## src/rtl/pipeline_hazard_ctrl_if.sv

```systemverilog
// Hazard-control bundle between the pipeline datapath (master) and the hazard scheduler (slave).
interface pipeline_hazard_ctrl_if;
  logic [4:0]  rs1_ID, rs2_ID;
  logic        rs1_used_ID, rs2_used_ID;
  logic [4:0]  rs1_EX, rs2_EX, rd_EX;
  logic        mem_read_EX, branch_taken_EX;
  logic        md_start_EX, md_is_div_EX;
  logic [4:0]  rd_MEM, rd_WB;
  logic        rf_wr_en_MEM, rf_wr_en_WB;
  logic        stall_IF, stall_ID, stall_EX;
  logic        flush_ID, flush_EX, pc_redirect;
  logic        md_busy, md_done;
  logic [1:0]  fwd_a_sel, fwd_b_sel;
  logic [31:0] stall_cnt, flush_cnt;

  modport master (
    output rs1_ID, rs2_ID, rs1_used_ID, rs2_used_ID, rs1_EX, rs2_EX, rd_EX,
           mem_read_EX, branch_taken_EX, md_start_EX, md_is_div_EX,
           rd_MEM, rf_wr_en_MEM, rd_WB, rf_wr_en_WB,
    input  stall_IF, stall_ID, stall_EX, flush_ID, flush_EX, pc_redirect,
           md_busy, md_done, fwd_a_sel, fwd_b_sel, stall_cnt, flush_cnt
  );

  modport slave (
    input  rs1_ID, rs2_ID, rs1_used_ID, rs2_used_ID, rs1_EX, rs2_EX, rd_EX,
           mem_read_EX, branch_taken_EX, md_start_EX, md_is_div_EX,
           rd_MEM, rf_wr_en_MEM, rd_WB, rf_wr_en_WB,
    output stall_IF, stall_ID, stall_EX, flush_ID, flush_EX, pc_redirect,
           md_busy, md_done, fwd_a_sel, fwd_b_sel, stall_cnt, flush_cnt
  );
endinterface

```

## src/rtl/pipeline_hazard_ctrl.sv

```systemverilog
// Stall/flush/forward scheduler for the 5-stage pipeline, with a MUL/DIV hold FSM
// and stall/redirect performance counters.
module pipeline_hazard_ctrl #(
  parameter int MUL_LAT = 3,
  parameter int DIV_LAT = 16,
  parameter int CNT_W   = 5
) (
  input logic                  clk,
  input logic                  reset,
  pipeline_hazard_ctrl_if.slave hz
);
  typedef enum logic {RUN, BUSY} state_t;

  state_t           state;
  logic [CNT_W-1:0] cnt;
  logic [31:0]      stall_q, flush_q;

  logic       redirect, md_go, md_hold, md_last, load_use, stall_fe;
  logic [1:0] fa, fb;

  function automatic logic [1:0] fwd_sel(input logic [4:0] rs,
                                         input logic mem_we, input logic [4:0] mem_rd,
                                         input logic wb_we,  input logic [4:0] wb_rd);
    if (mem_we && mem_rd != 5'd0 && mem_rd == rs)   return 2'b01;
    else if (wb_we && wb_rd != 5'd0 && wb_rd == rs) return 2'b10;
    else                                            return 2'b00;
  endfunction

  always_comb begin
    redirect = hz.branch_taken_EX;
    // A MUL/DIV sharing EX with a redirect never starts; the redirect wins.
    md_go    = (state == RUN) && hz.md_start_EX && !redirect;
    md_hold  = md_go || (state == BUSY && cnt != '0);
    md_last  = (state == BUSY) && (cnt == '0);
    load_use = hz.mem_read_EX && (hz.rd_EX != 5'd0) &&
               ((hz.rs1_used_ID && hz.rs1_ID == hz.rd_EX) ||
                (hz.rs2_used_ID && hz.rs2_ID == hz.rd_EX));
    stall_fe = !redirect && (md_hold || load_use);
    fa = fwd_sel(hz.rs1_EX, hz.rf_wr_en_MEM, hz.rd_MEM, hz.rf_wr_en_WB, hz.rd_WB);
    fb = fwd_sel(hz.rs2_EX, hz.rf_wr_en_MEM, hz.rd_MEM, hz.rf_wr_en_WB, hz.rd_WB);
  end

  assign hz.stall_IF    = !reset && stall_fe;
  assign hz.stall_ID    = !reset && stall_fe;
  assign hz.stall_EX    = !reset && !redirect && md_hold;
  assign hz.flush_ID    = !reset && redirect;
  // While MUL/DIV holds ID/EX, a load-use bubble would destroy the held instruction.
  assign hz.flush_EX    = !reset && (redirect || (load_use && !md_hold));
  assign hz.pc_redirect = !reset && redirect;
  assign hz.md_busy     = !reset && (state == BUSY);
  assign hz.md_done     = !reset && md_last;
  assign hz.fwd_a_sel   = reset ? 2'b00 : fa;
  assign hz.fwd_b_sel   = reset ? 2'b00 : fb;
  assign hz.stall_cnt   = reset ? 32'd0 : stall_q;
  assign hz.flush_cnt   = reset ? 32'd0 : flush_q;

  always_ff @(posedge clk) begin
    if (reset) begin
      state   <= RUN;
      cnt     <= '0;
      stall_q <= '0;
      flush_q <= '0;
    end else begin
      stall_q <= stall_q + {31'd0, stall_fe};
      flush_q <= flush_q + {31'd0, redirect};
      case (state)
        RUN: if (md_go) begin
          // The RUN cycle and the done cycle account for two of the LAT cycles.
          cnt   <= hz.md_is_div_EX ? CNT_W'(DIV_LAT - 2) : CNT_W'(MUL_LAT - 2);
          state <= BUSY;
        end
        BUSY: begin
          if (cnt != '0) cnt   <= cnt - CNT_W'(1);
          else           state <= RUN;
        end
        default: state <= RUN;
      endcase
    end
  end
endmodule

```

## src/flat_wrapper.sv

```systemverilog
// flat-port wrapper written by rule: the top's interface ports become plain ports
module pipeline_hazard_ctrl_flat 
#(
  parameter int MUL_LAT = 3,
  parameter int DIV_LAT = 16,
  parameter int CNT_W   = 5
)
  (clk, reset, hz_rs1_ID, hz_rs2_ID, hz_rs1_used_ID, hz_rs2_used_ID, hz_rs1_EX, hz_rs2_EX, hz_rd_EX, hz_mem_read_EX, hz_branch_taken_EX, hz_md_start_EX, hz_md_is_div_EX, hz_rd_MEM, hz_rf_wr_en_MEM, hz_rd_WB, hz_rf_wr_en_WB, hz_stall_IF, hz_stall_ID, hz_stall_EX, hz_flush_ID, hz_flush_EX, hz_pc_redirect, hz_md_busy, hz_md_done, hz_fwd_a_sel, hz_fwd_b_sel, hz_stall_cnt, hz_flush_cnt);
  pipeline_hazard_ctrl_if hz_i ();
  input logic clk;
  input logic reset;
  input wire logic [$bits(hz_i.rs1_ID)-1:0] hz_rs1_ID;
  input wire logic [$bits(hz_i.rs2_ID)-1:0] hz_rs2_ID;
  input wire logic [$bits(hz_i.rs1_used_ID)-1:0] hz_rs1_used_ID;
  input wire logic [$bits(hz_i.rs2_used_ID)-1:0] hz_rs2_used_ID;
  input wire logic [$bits(hz_i.rs1_EX)-1:0] hz_rs1_EX;
  input wire logic [$bits(hz_i.rs2_EX)-1:0] hz_rs2_EX;
  input wire logic [$bits(hz_i.rd_EX)-1:0] hz_rd_EX;
  input wire logic [$bits(hz_i.mem_read_EX)-1:0] hz_mem_read_EX;
  input wire logic [$bits(hz_i.branch_taken_EX)-1:0] hz_branch_taken_EX;
  input wire logic [$bits(hz_i.md_start_EX)-1:0] hz_md_start_EX;
  input wire logic [$bits(hz_i.md_is_div_EX)-1:0] hz_md_is_div_EX;
  input wire logic [$bits(hz_i.rd_MEM)-1:0] hz_rd_MEM;
  input wire logic [$bits(hz_i.rf_wr_en_MEM)-1:0] hz_rf_wr_en_MEM;
  input wire logic [$bits(hz_i.rd_WB)-1:0] hz_rd_WB;
  input wire logic [$bits(hz_i.rf_wr_en_WB)-1:0] hz_rf_wr_en_WB;
  output wire logic [$bits(hz_i.stall_IF)-1:0] hz_stall_IF;
  output wire logic [$bits(hz_i.stall_ID)-1:0] hz_stall_ID;
  output wire logic [$bits(hz_i.stall_EX)-1:0] hz_stall_EX;
  output wire logic [$bits(hz_i.flush_ID)-1:0] hz_flush_ID;
  output wire logic [$bits(hz_i.flush_EX)-1:0] hz_flush_EX;
  output wire logic [$bits(hz_i.pc_redirect)-1:0] hz_pc_redirect;
  output wire logic [$bits(hz_i.md_busy)-1:0] hz_md_busy;
  output wire logic [$bits(hz_i.md_done)-1:0] hz_md_done;
  output wire logic [$bits(hz_i.fwd_a_sel)-1:0] hz_fwd_a_sel;
  output wire logic [$bits(hz_i.fwd_b_sel)-1:0] hz_fwd_b_sel;
  output wire logic [$bits(hz_i.stall_cnt)-1:0] hz_stall_cnt;
  output wire logic [$bits(hz_i.flush_cnt)-1:0] hz_flush_cnt;
  assign hz_i.rs1_ID = hz_rs1_ID;
  assign hz_i.rs2_ID = hz_rs2_ID;
  assign hz_i.rs1_used_ID = hz_rs1_used_ID;
  assign hz_i.rs2_used_ID = hz_rs2_used_ID;
  assign hz_i.rs1_EX = hz_rs1_EX;
  assign hz_i.rs2_EX = hz_rs2_EX;
  assign hz_i.rd_EX = hz_rd_EX;
  assign hz_i.mem_read_EX = hz_mem_read_EX;
  assign hz_i.branch_taken_EX = hz_branch_taken_EX;
  assign hz_i.md_start_EX = hz_md_start_EX;
  assign hz_i.md_is_div_EX = hz_md_is_div_EX;
  assign hz_i.rd_MEM = hz_rd_MEM;
  assign hz_i.rf_wr_en_MEM = hz_rf_wr_en_MEM;
  assign hz_i.rd_WB = hz_rd_WB;
  assign hz_i.rf_wr_en_WB = hz_rf_wr_en_WB;
  assign hz_stall_IF = hz_i.stall_IF;
  assign hz_stall_ID = hz_i.stall_ID;
  assign hz_stall_EX = hz_i.stall_EX;
  assign hz_flush_ID = hz_i.flush_ID;
  assign hz_flush_EX = hz_i.flush_EX;
  assign hz_pc_redirect = hz_i.pc_redirect;
  assign hz_md_busy = hz_i.md_busy;
  assign hz_md_done = hz_i.md_done;
  assign hz_fwd_a_sel = hz_i.fwd_a_sel;
  assign hz_fwd_b_sel = hz_i.fwd_b_sel;
  assign hz_stall_cnt = hz_i.stall_cnt;
  assign hz_flush_cnt = hz_i.flush_cnt;
  pipeline_hazard_ctrl #(.MUL_LAT(MUL_LAT), .DIV_LAT(DIV_LAT), .CNT_W(CNT_W)) u_core (.clk(clk), .reset(reset), .hz(hz_i));
endmodule
```

## config.mk

```make
export PLATFORM = sky130hd
export DESIGN_NAME = pipeline_hazard_ctrl_flat
export DESIGN_NICKNAME = d
export VERILOG_FILES = /design/src/rtl/pipeline_hazard_ctrl_if.sv /design/src/rtl/pipeline_hazard_ctrl.sv /design/src/flat_wrapper.sv
export SDC_FILE = /design/constraint.sdc
export NUM_CORES = 1
export LEC_CHECK = 0
export ABC_AREA = 1
export BUFFER_PORTS_ARGS = -buffer_cell sky130_fd_sc_hd__buf_2
export CAP_MARGIN = 10
export CORE_MARGIN = 3
export CORE_UTILIZATION = 55
export CTS_BUF_LIST = sky130_fd_sc_hd__clkbuf_2
export CTS_CLUSTER_DIAMETER = 30
export DETAILED_ROUTE_END_ITERATION = 8
export PLACE_DENSITY = 0.9
export SLEW_MARGIN = 20
export SYNTH_ARGS = -nofsm -noshare
export SYNTH_HDL_FRONTEND = slang
export SYNTH_SLANG_ARGS = --single-unit
```

## constraint.sdc

```tcl
create_clock -name clk -period 3.5 [get_ports clk]
set_input_delay 0.7 -clock clk [delete_from_list [all_inputs] [get_ports clk]]
set_output_delay 0.7 -clock clk [all_outputs]
set_load 0.005 [all_outputs]
```

Word-level counts from Yosys, hierarchy flattened
Index checks and enable logic that the tools add are counted.

storage, ports and cells
  flip-flop bits (word level) = 70
  bits of input ports = 45
  output and inout bits = 76
  logic and storage cells = 67

cells by class
  $add $sub $neg = 3
  equality and inequality tests = 8
  muxes and demuxes = 15
  bitwise logic cells = 1
  reduce and logical (&&, ||, !) cells = 36

operator list
  operator               number
  $add A32 B1 Y32        2
  $mux W32               2
  $eq A5 B5 Y1           6
  $logic_and A1 B1 Y1    23
  $reduce_bool A5 Y1     4
  $mux W2                6
  $mux W5                2
  $pmux W5 S2            1
  $logic_not A5 Y1       1
  $sub A5 B1 Y5 const B  1
  $logic_or A1 B1 Y1     4
  $mux W4                1
  $logic_not A1 Y1       3
  $mux W1                2
  $ne A2 B1 Y1 const B   1
  $ne A2 B2 Y1 const B   1
  $pmux W1 S2            1
  $reduce_and A2 Y1      1
  $not A1 Y1             1

Depth between registers and ports, before layout
Gate-level depths: netlist (run 1).

  word-level depth = 8
  mapped depth = 17
  depth with buffers taken out = 17

Worst setup path after synthesis (run 1)
No wires, ideal clock.

  path kind = in2reg
  start = input port hz_branch_taken_EX
  end = register u_core.stall_q[24]
  arrival = 2.283 ns
  data required time = 3.385 ns
  path slack = 1.102 ns
  cell stages on the path = 14
  cell sequence = inv_1 > nand3_1 > nand2_1 > inv_1 > a21oi_1 > ha_1 > ha_1 > nand3_2 > nor2_4 > nand3_2 > nor2_4 > nand3_1 > nand2_1 > nor2_1

between the ends
  longest elaborated chain between the ends = 6

ends and longest elaborated chain
  item                     line                                                    text
  from (decl)              flat_wrapper.sv:20                                      input wire logic [$bits(hz_i.branch_taken_EX)-1:0] hz_branch_taken_EX;
  $logic_not A1 Y1 (*)     pipeline_hazard_ctrl.sv:32, pipeline_hazard_ctrl.sv:38
  $logic_and A1 B1 Y1      pipeline_hazard_ctrl.sv:32                              md_go = (state == RUN) && hz.md_start_EX && !redirect;
  $logic_or A1 B1 Y1       pipeline_hazard_ctrl.sv:33                              md_hold = md_go || (state == BUSY && cnt != '0);
  $logic_or A1 B1 Y1       pipeline_hazard_ctrl.sv:38                              stall_fe = !redirect && (md_hold || load_use);
  $logic_and A1 B1 Y1 (*)  pipeline_hazard_ctrl.sv:38
  $add A32 B1 Y32 (*)      pipeline_hazard_ctrl.sv:64                              stall_q <= stall_q + {31'd0, stall_fe};
  to (signal assigned)     pipeline_hazard_ctrl.sv:64
  to (decl)                pipeline_hazard_ctrl.sv:16                              logic [31:0] stall_q, flush_q;

Every way passes the cells marked *; elsewhere a longest branch is shown, timed or not.
A chain may end at the register's enable or synchronous reset.

Worst setup path after layout (run 1)
  start = register u_core.cnt[0]
  end = output port hz_flush_EX

between the ends
  longest elaborated chain between the ends = 7

ends and longest elaborated chain
  item                    line                        text
  from (decl)             pipeline_hazard_ctrl.sv:15  logic [CNT_W-1:0] cnt;
  from (signal assigned)  pipeline_hazard_ctrl.sv:69  cnt <= hz.md_is_div_EX ? CNT_W'(DIV_LAT - 2) : CNT_W'(MUL_LAT - 2);
  from (signal assigned)  pipeline_hazard_ctrl.sv:73  if (cnt != '0) cnt <= cnt - CNT_W'(1);
  $reduce_bool A5 Y1      pipeline_hazard_ctrl.sv:33
  $logic_and A1 B1 Y1     pipeline_hazard_ctrl.sv:33
  $logic_or A1 B1 Y1      pipeline_hazard_ctrl.sv:33
  $logic_not A1 Y1        pipeline_hazard_ctrl.sv:48  assign hz.flush_EX = !reset && (redirect || (load_use && !md_hold));
  $logic_and A1 B1 Y1     pipeline_hazard_ctrl.sv:48
  $logic_or A1 B1 Y1      pipeline_hazard_ctrl.sv:48
  $logic_and A1 B1 Y1     pipeline_hazard_ctrl.sv:48
  to (decl)               flat_wrapper.sv:31          output wire logic [$bits(hz_i.flush_EX)-1:0] hz_flush_EX;

No other way between the ends.

==> run_results.csv, run 1 <==
group,metric,value,unit
worst_setup_path,startpoint_type,"flop",
grt,grt_usage,24.4,%
synthesis,netlist_area,4650,sq um
final_layout,n_antenna_cell,0,
synthesis,synth.most_common_cell,"nand2_1",
clock_tree,clkSinkCount,70,
clock_tree,cts_max_level,3,
floorplanning,row_count,32,
final_layout,utilization,68.5,%
sta,skew,0.0278,ns
grt,grtUsageMet3,4.43,%
synthesis,netlist_instances,804,
synthesis,synth_edf_count,0,
power,peakVddDrop,0.165,mV
route,num_vias,5142,
sta,maxSlewViolCount,0,
floorplanning,core_area,7970,sq um
grt,grt_max_degree,59,
worst_setup_path,required,2.80,ns
grt,antenna_found_initial,0,
sta,fin_crit,2.74,ns
clock_tree,cts_tree,"yes",
final_layout,nets,972,
synthesis,ys_seq_area_share,30.1,%
route,first_pass_iters,5,
synthesis,ys_ff_latch,70,
sta,final_hold_viol_count,0,
final_layout,area_growth,17.3,%
clock_tree,cts_root_buf,"clkbuf_2",
floorplanning,die_area,9600,sq um
placement,gp_congestion,0.923,
clock_tree,clk_latency,0.49,ns
placement,dpl.hpwl,9.45,mm
worst_setup_path,worst_r2r_endpoint,"u_core.stall_q[24]",
synthesis,synth_nets,855,
sta,setup_viol,0,
route,drc,0,
grt,grt_busiest_layer,"met2",
worst_setup_path,startpoint,"u_core.cnt[0]",
sta,holdWs,0.477,ns
power,finalPower,1.52,mW
synthesis,synthTopCellsByCount,"nand2_1 (203), nor2_1 (190), inv_1 (118)",
synthesis,synth.distinct_cells,30,
sta,rsz0062_at_grt,"false",
clock_tree,clockBufferDepth,2,
worst_setup_path,rr_startpoint,"u_core.cnt[0]",
route,antenna_left,0,
hold_path,min_to,"u_core.flush_q[31]",
clock_tree,cts_buffers,9,
hold_path,worstHoldStart,"u_core.flush_q[31]",
sta,fin_crit_sh,78.3,%
route,wire_per_inst,11.4,um
grt,overflow,0,
floorplanning,start_util,58.4,%
hold_path,hp-class,"reg -> reg",
clock_tree,clk_pin_slew,0.19,ns
grt,grt_pass1_wl,19.9,mm
final_layout,postLayoutCellArea,5460,sq um
synthesis,yosys.area.top_type,"dfxtp_1",
grt,grt_pass1_vias,4565,
placement,dpl-instance-area,5330,sq um
sta,fmax,365,MHz
final_layout,final-seq-area,1400,sq um
clock_tree,postCtsSetupBuffers,0,
worst_setup_path,reg2reg_slack,0.99,ns
floorplanning,ios,121,
hold_path,whs_path_depth,2,
route,wirelength,11.8,mm
grt,grt_use_met2,40.3,%
final_layout,layout-drive-gt1-share,17.2,%
sta,tightest_slew,0.563,ns
worst_setup_path,path_class,"reg -> out",
floorplanning,dieWidth,98.0,um
route,post_drt_via_cell_ratio,5.00,
outcome,status,"completed",
synthesis,yosys_warnings,0,
worst_setup_path,cp_max_fo,7,
synthesis,ys_async_sr_fraction,0,%
worst_setup_path,cp_data_arrival_time,2.04,ns
run,cap_violations,0,
synthesis,synth_flop_cell,"dfxtp_1",
worst_setup_path,r2r_cells,16,
synthesis,synth_top_area_share,30.1,%
grt,grtUsageMet1,31.6,%
final_layout,multi_input_area,2720,sq um
sta,relSlewSlack,62.5,%
floorplanning,die-height,98.0,um
power,cellPowerDensity,279,nW/um^2
placement,port_buffers,120,
synthesis,syn_area_per_cell,5.79,sq um
power,p_leak,2.27,nW
synthesis,ys_top_cells_by_area,"dfxtp_1 (30%), nand2_1 (16%), nor2_1 (15%), inv_1 (9.5%), a21oi_1 (6.7%)",
route,drtIter0Drc,232,
final_layout,nFillCells,761,
worst_setup_path,cp-end-kind,"output pin",
clock_tree,cts_hold_buffers,0,
clock_tree,cts_resized,0,
sta,setup_tns,0,ns
## state kept, by name (all words and copies together), names as in the netlist
register        count
u_core.state        1
u_core.flush_q     32
u_core.cnt          5
u_core.stall_q     32
## how the worst max path moves through the flow
stage / end / cells past startpoint
3_5_place_dp: u_core.stall_q[24] / 15
2_1_floorplan: u_core.stall_q[24] / 14
4_1_cts: hz_stall_ID / 8
3_3_place_gp: u_core.stall_q[24] / 15
6_report: hz_flush_EX / 9
5_1_grt: hz_stall_IF / 8
## per-stage QoR
step	worst slack, ns	cells
floorplan	1.10	804
global placement	0.805	1012
detailed placement	0.710	1012
CTS	0.778	1028
global route	0.556	1028
finish	0.761	1028
## report_power, final
part,internal [mW],switching [mW]
sequential,0.810,0.00891
combinational,0.0718,0.107
clock,0.231,0.295
## cells by family (layout without fill, tap and decap cells)
family                   count (synthesis)  in the layout  synth area share (%)
AO/OA/AOI/OAI                          101            101                  11.1
buffers and inverters                  137            259                  11.4
adder cells (fa/ha/maj)                  6              6                  1.61
flip-flops                              70             70                  30.1
XOR/XNOR                                22             22                  4.14
AND/OR/NAND/NOR                        468            468                  41.6
## cell type report
type / count / share of cell area [%]
clock buffers: 9 / 0.825
clock inverters: 7 / 1.63
inverters: 120 / 8.25
multi-input cells: 597 / 49.8
flip-flops and latches: 70 / 25.7
well taps: 102 / 2.34
repair buffers: 123 / 11.5
## layout by cell type, fill, tap and decap left out, types with 4 or more instances in the layout
cell	netlist	layout
a21oi_1	62	62
buf_2	8	119
buf_4	2	4
clkbuf_2	0	9
dfxtp_1	70	70
ha_1	6	6
inv_1	118	118
nand2_1	203	203
nand3_1	39	39
nand3_2	5	5
nand4_1	5	5
nor2_1	190	190
nor2_2	6	6
nor2_4	5	5
nor3_1	9	9
o21ai_0	33	33
xnor2_1	9	9
xor2_1	13	13
## worst max-delay path, stage by stage, from the launching register on
cell      delay (ns)
dfxtp_1         0.35
inv_1           0.12
ha_1            0.17
nand3b_1        0.09
nand2_1         0.07
nand2_1         0.13
inv_1           0.19
nand2_1         0.07
o21bai_1        0.21
buf_2           0.16
## layer usage
layer	share of wire, %	wire (um)	up-vias
met1	44	5160	2207
li1	-	-	2721
met4	2.2	259	0
met5	0	0	-
met2	46	5410	194
met3	8.0	938	20
No activity file was read; power rests on OpenSTA's default activity.
==> run 2, diff against run 1 <==
--- a/config.mk
+++ b/config.mk
@@ -9,11 +9,11 @@
 export BUFFER_PORTS_ARGS = -buffer_cell sky130_fd_sc_hd__buf_2
 export CAP_MARGIN = 10
 export CORE_MARGIN = 3
-export CORE_UTILIZATION = 55
+export CORE_UTILIZATION = 50
 export CTS_BUF_LIST = sky130_fd_sc_hd__clkbuf_2
 export CTS_CLUSTER_DIAMETER = 30
 export DETAILED_ROUTE_END_ITERATION = 8
-export PLACE_DENSITY = 0.9
+export PLACE_DENSITY = 0.86
 export SLEW_MARGIN = 20
 export SYNTH_ARGS = -nofsm -noshare
 export SYNTH_HDL_FRONTEND = slang
==> constraint.sdc (replaced) <==
create_clock -name clk -period 2.3 [get_ports clk]
set_input_delay 0.46 -clock clk [delete_from_list [all_inputs] [get_ports clk]]
set_output_delay 0.46 -clock clk [all_outputs]
set_load 0.005 [all_outputs]
==> run 2 against run 1 <==
Clock skew is 0.012 ns higher. Register-to-register slack got worse by 0.98 ns. Worst setup slack lost 0.76 ns. Via count increased by 1.3%. Cell area increased by 3.4%. Routed wire length increased by 2.3%. First-iteration DRC count is 8.6% higher.
==> run_results.csv, run 2 (synthesized netlist as in run 1, its figures left out) <==
group,metric,value,unit
outcome,status,"completed",
clock_tree,clkSinkCount,70,
clock_tree,cts_buffers,9,
grt,grt_pass1_vias,4639,
run,cap_violations,0,
power,clockPowerShare,34.0,%
worst_setup_path,cp_max_fo,4,
worst_setup_path,cp-end-kind,"flop",
sta,tightest_slew,0.399,ns
worst_setup_path,path_class,"reg -> reg",
sta,relSlewSlack,73.3,%
sta,skew,0.0395,ns
route,wirelength,12.0,mm
sta,final_hold_viol_count,0,
route,first_pass_iters,7,
placement,gp_congestion,0.913,
route,num_vias,5207,
route,drtIter0Drc,252,
clock_tree,cts_tree,"yes",
worst_setup_path,required,2.72,ns
sta,fmax,436,MHz
power,peakVddDrop,0.301,mV
floorplanning,ios,121,
worst_setup_path,cp_data_arrival_time,2.71,ns
final_layout,layout_commonest_cell,"nand2_1",
clock_tree,cts_max_level,3,
sta,holdWs,0.289,ns
sta,fin_crit_sh,99.8,%
placement,port_buffers,120,
route,post_drt_via_cell_ratio,4.96,
clock_tree,clk_latency,0.50,ns
floorplanning,die-height,102,um
sta,rsz0062_at_grt,"true",
power,cellPowerDensity,419,nW/um^2
clock_tree,cts_root_buf,"clkbuf_2",
final_layout,n_antenna_cell,0,
sta,maxSlewViolCount,0,
final_layout,final_cell_mix,"nand2_1 (201), nor2_1 (189), buf_2 (119)",
grt,antenna_found_initial,0,
floorplanning,die_area,10500,sq um
clock_tree,cts_hold_buffers,0,
power,p_leak,2.35,nW
floorplanning,core_area,8890,sq um
clock_tree,clk_pin_slew,0.22,ns
grt,grt_usage,23.3,%
hold_path,hp-class,"in -> reg",
power,switching_share,27.0,%
route,wire_per_inst,11.5,um
final_layout,layout-drive-gt1-share,19.9,%
worst_setup_path,reg2reg_slack,0.005,ns
power,combPwrFrac,13.2,%
power,finalPower,2.36,mW
grt,grt_max_degree,43,
power,pwr-share-seq,52.7,%
final_layout,area_growth,21.3,%
grt,grt_pass1_wl,20.0,mm
sta,fin_crit,2.29,ns
floorplanning,row_count,34,
route,drc,0,
power,net-switching-power,0.639,mW
final_layout,largestRegisters,"u_core.flush_q x32, u_core.stall_q x32, u_core.cnt x5",
worst_setup_path,startpoint_type,"flop",
final_layout,nets,988,
route,antenna_left,0,
placement,dpl.hpwl,9.60,mm
clock_tree,clockBufferDepth,2,
floorplanning,start_util,52.3,%
sta,setup_viol,0,
power,internal_power,1.72,mW
grt,overflow,0,
floorplanning,dieWidth,102,um
run 2: timing repair:
| item | CTS | global route |
|---|---|---|
| gates resized for setup | 5 | 11 |
| pin swaps | 0 | 3 |
| setup endpoints to repair | 3 | 17 |
| setup buffers | 0 | 4 |
run 2: power by group through the flow:
stage / clock [mW] / sequential [mW] / combinational [mW]
floorplan: 0 / 1.27 / 0.178
global placement: 0 / 1.27 / 0.284
detailed placement: 0 / 1.27 / 0.289
CTS: 0.823 / 1.25 / 0.293
global route: 0.868 / 1.25 / 0.355
finish: 0.804 / 1.25 / 0.313
run 2: area by class of cell:
| class | instances | area, sq um |
|---|---|---|
| clock buffers | 9 | 45.0 |
| inverters | 120 | 450 |
| clock inverters | 7 | 88.8 |
| well taps | 108 | 135 |
| flip-flops and latches | 70 | 1400 |
| fillers | 866 | 3250 |
| repair buffers | 139 | 762 |
| multi-input cells | 597 | 2760 |
run 2: worst paths after layout:
check                                     endpoint                from  depth (start not counted)
worst max-delay path            u_core.stall_q[18]       u_core.cnt[0]                         14
worst min register to register  u_core.stall_q[31]  u_core.stall_q[31]                          2
worst min-delay path                 u_core.cnt[0]     hz_md_is_div_EX                          4
worst max register to register  u_core.stall_q[18]       u_core.cnt[0]                         14
run 2: through the flow:
stage	setup WS [ns]	utilization [%]	area, sq um	std cells	TNS (ns)
finish	0.00529	63.5	5650	1050	0
global route	-0.103	63.5	5650	1050	-0.293
CTS	0.00141	62.7	5580	1046	0
detailed placement	-0.121	61.1	5440	1030	-0.613
global placement	0.00927	61.1	5440	1030	0
floorplan	0.0690	-	4650	804	0
run 2: critical path, cell delays in order, from the launching register on:
cell,delay [ns]
dfxtp_2,0.37
inv_2,0.05
ha_4,0.15
nand3b_1,0.09
nand2_1,0.07
nand2_2,0.09
inv_2,0.06
a21oi_2,0.14
ha_2,0.19
ha_2,0.18
nand3_2,0.13
nor2_4,0.20
nand4_1,0.16
o21ai_0,0.28
a21oi_1,0.09
run 2: per-layer routing:
metal,routed length [um],up-vias,track usage (%),share of wire [%]
li1,-,2743,-,-
met5,0,-,0,0
met2,5780,183,40.4,48
met4,174,0,5.25,1.4
met3,874,17,5.46,7.3
met1,5220,2264,29.4,43
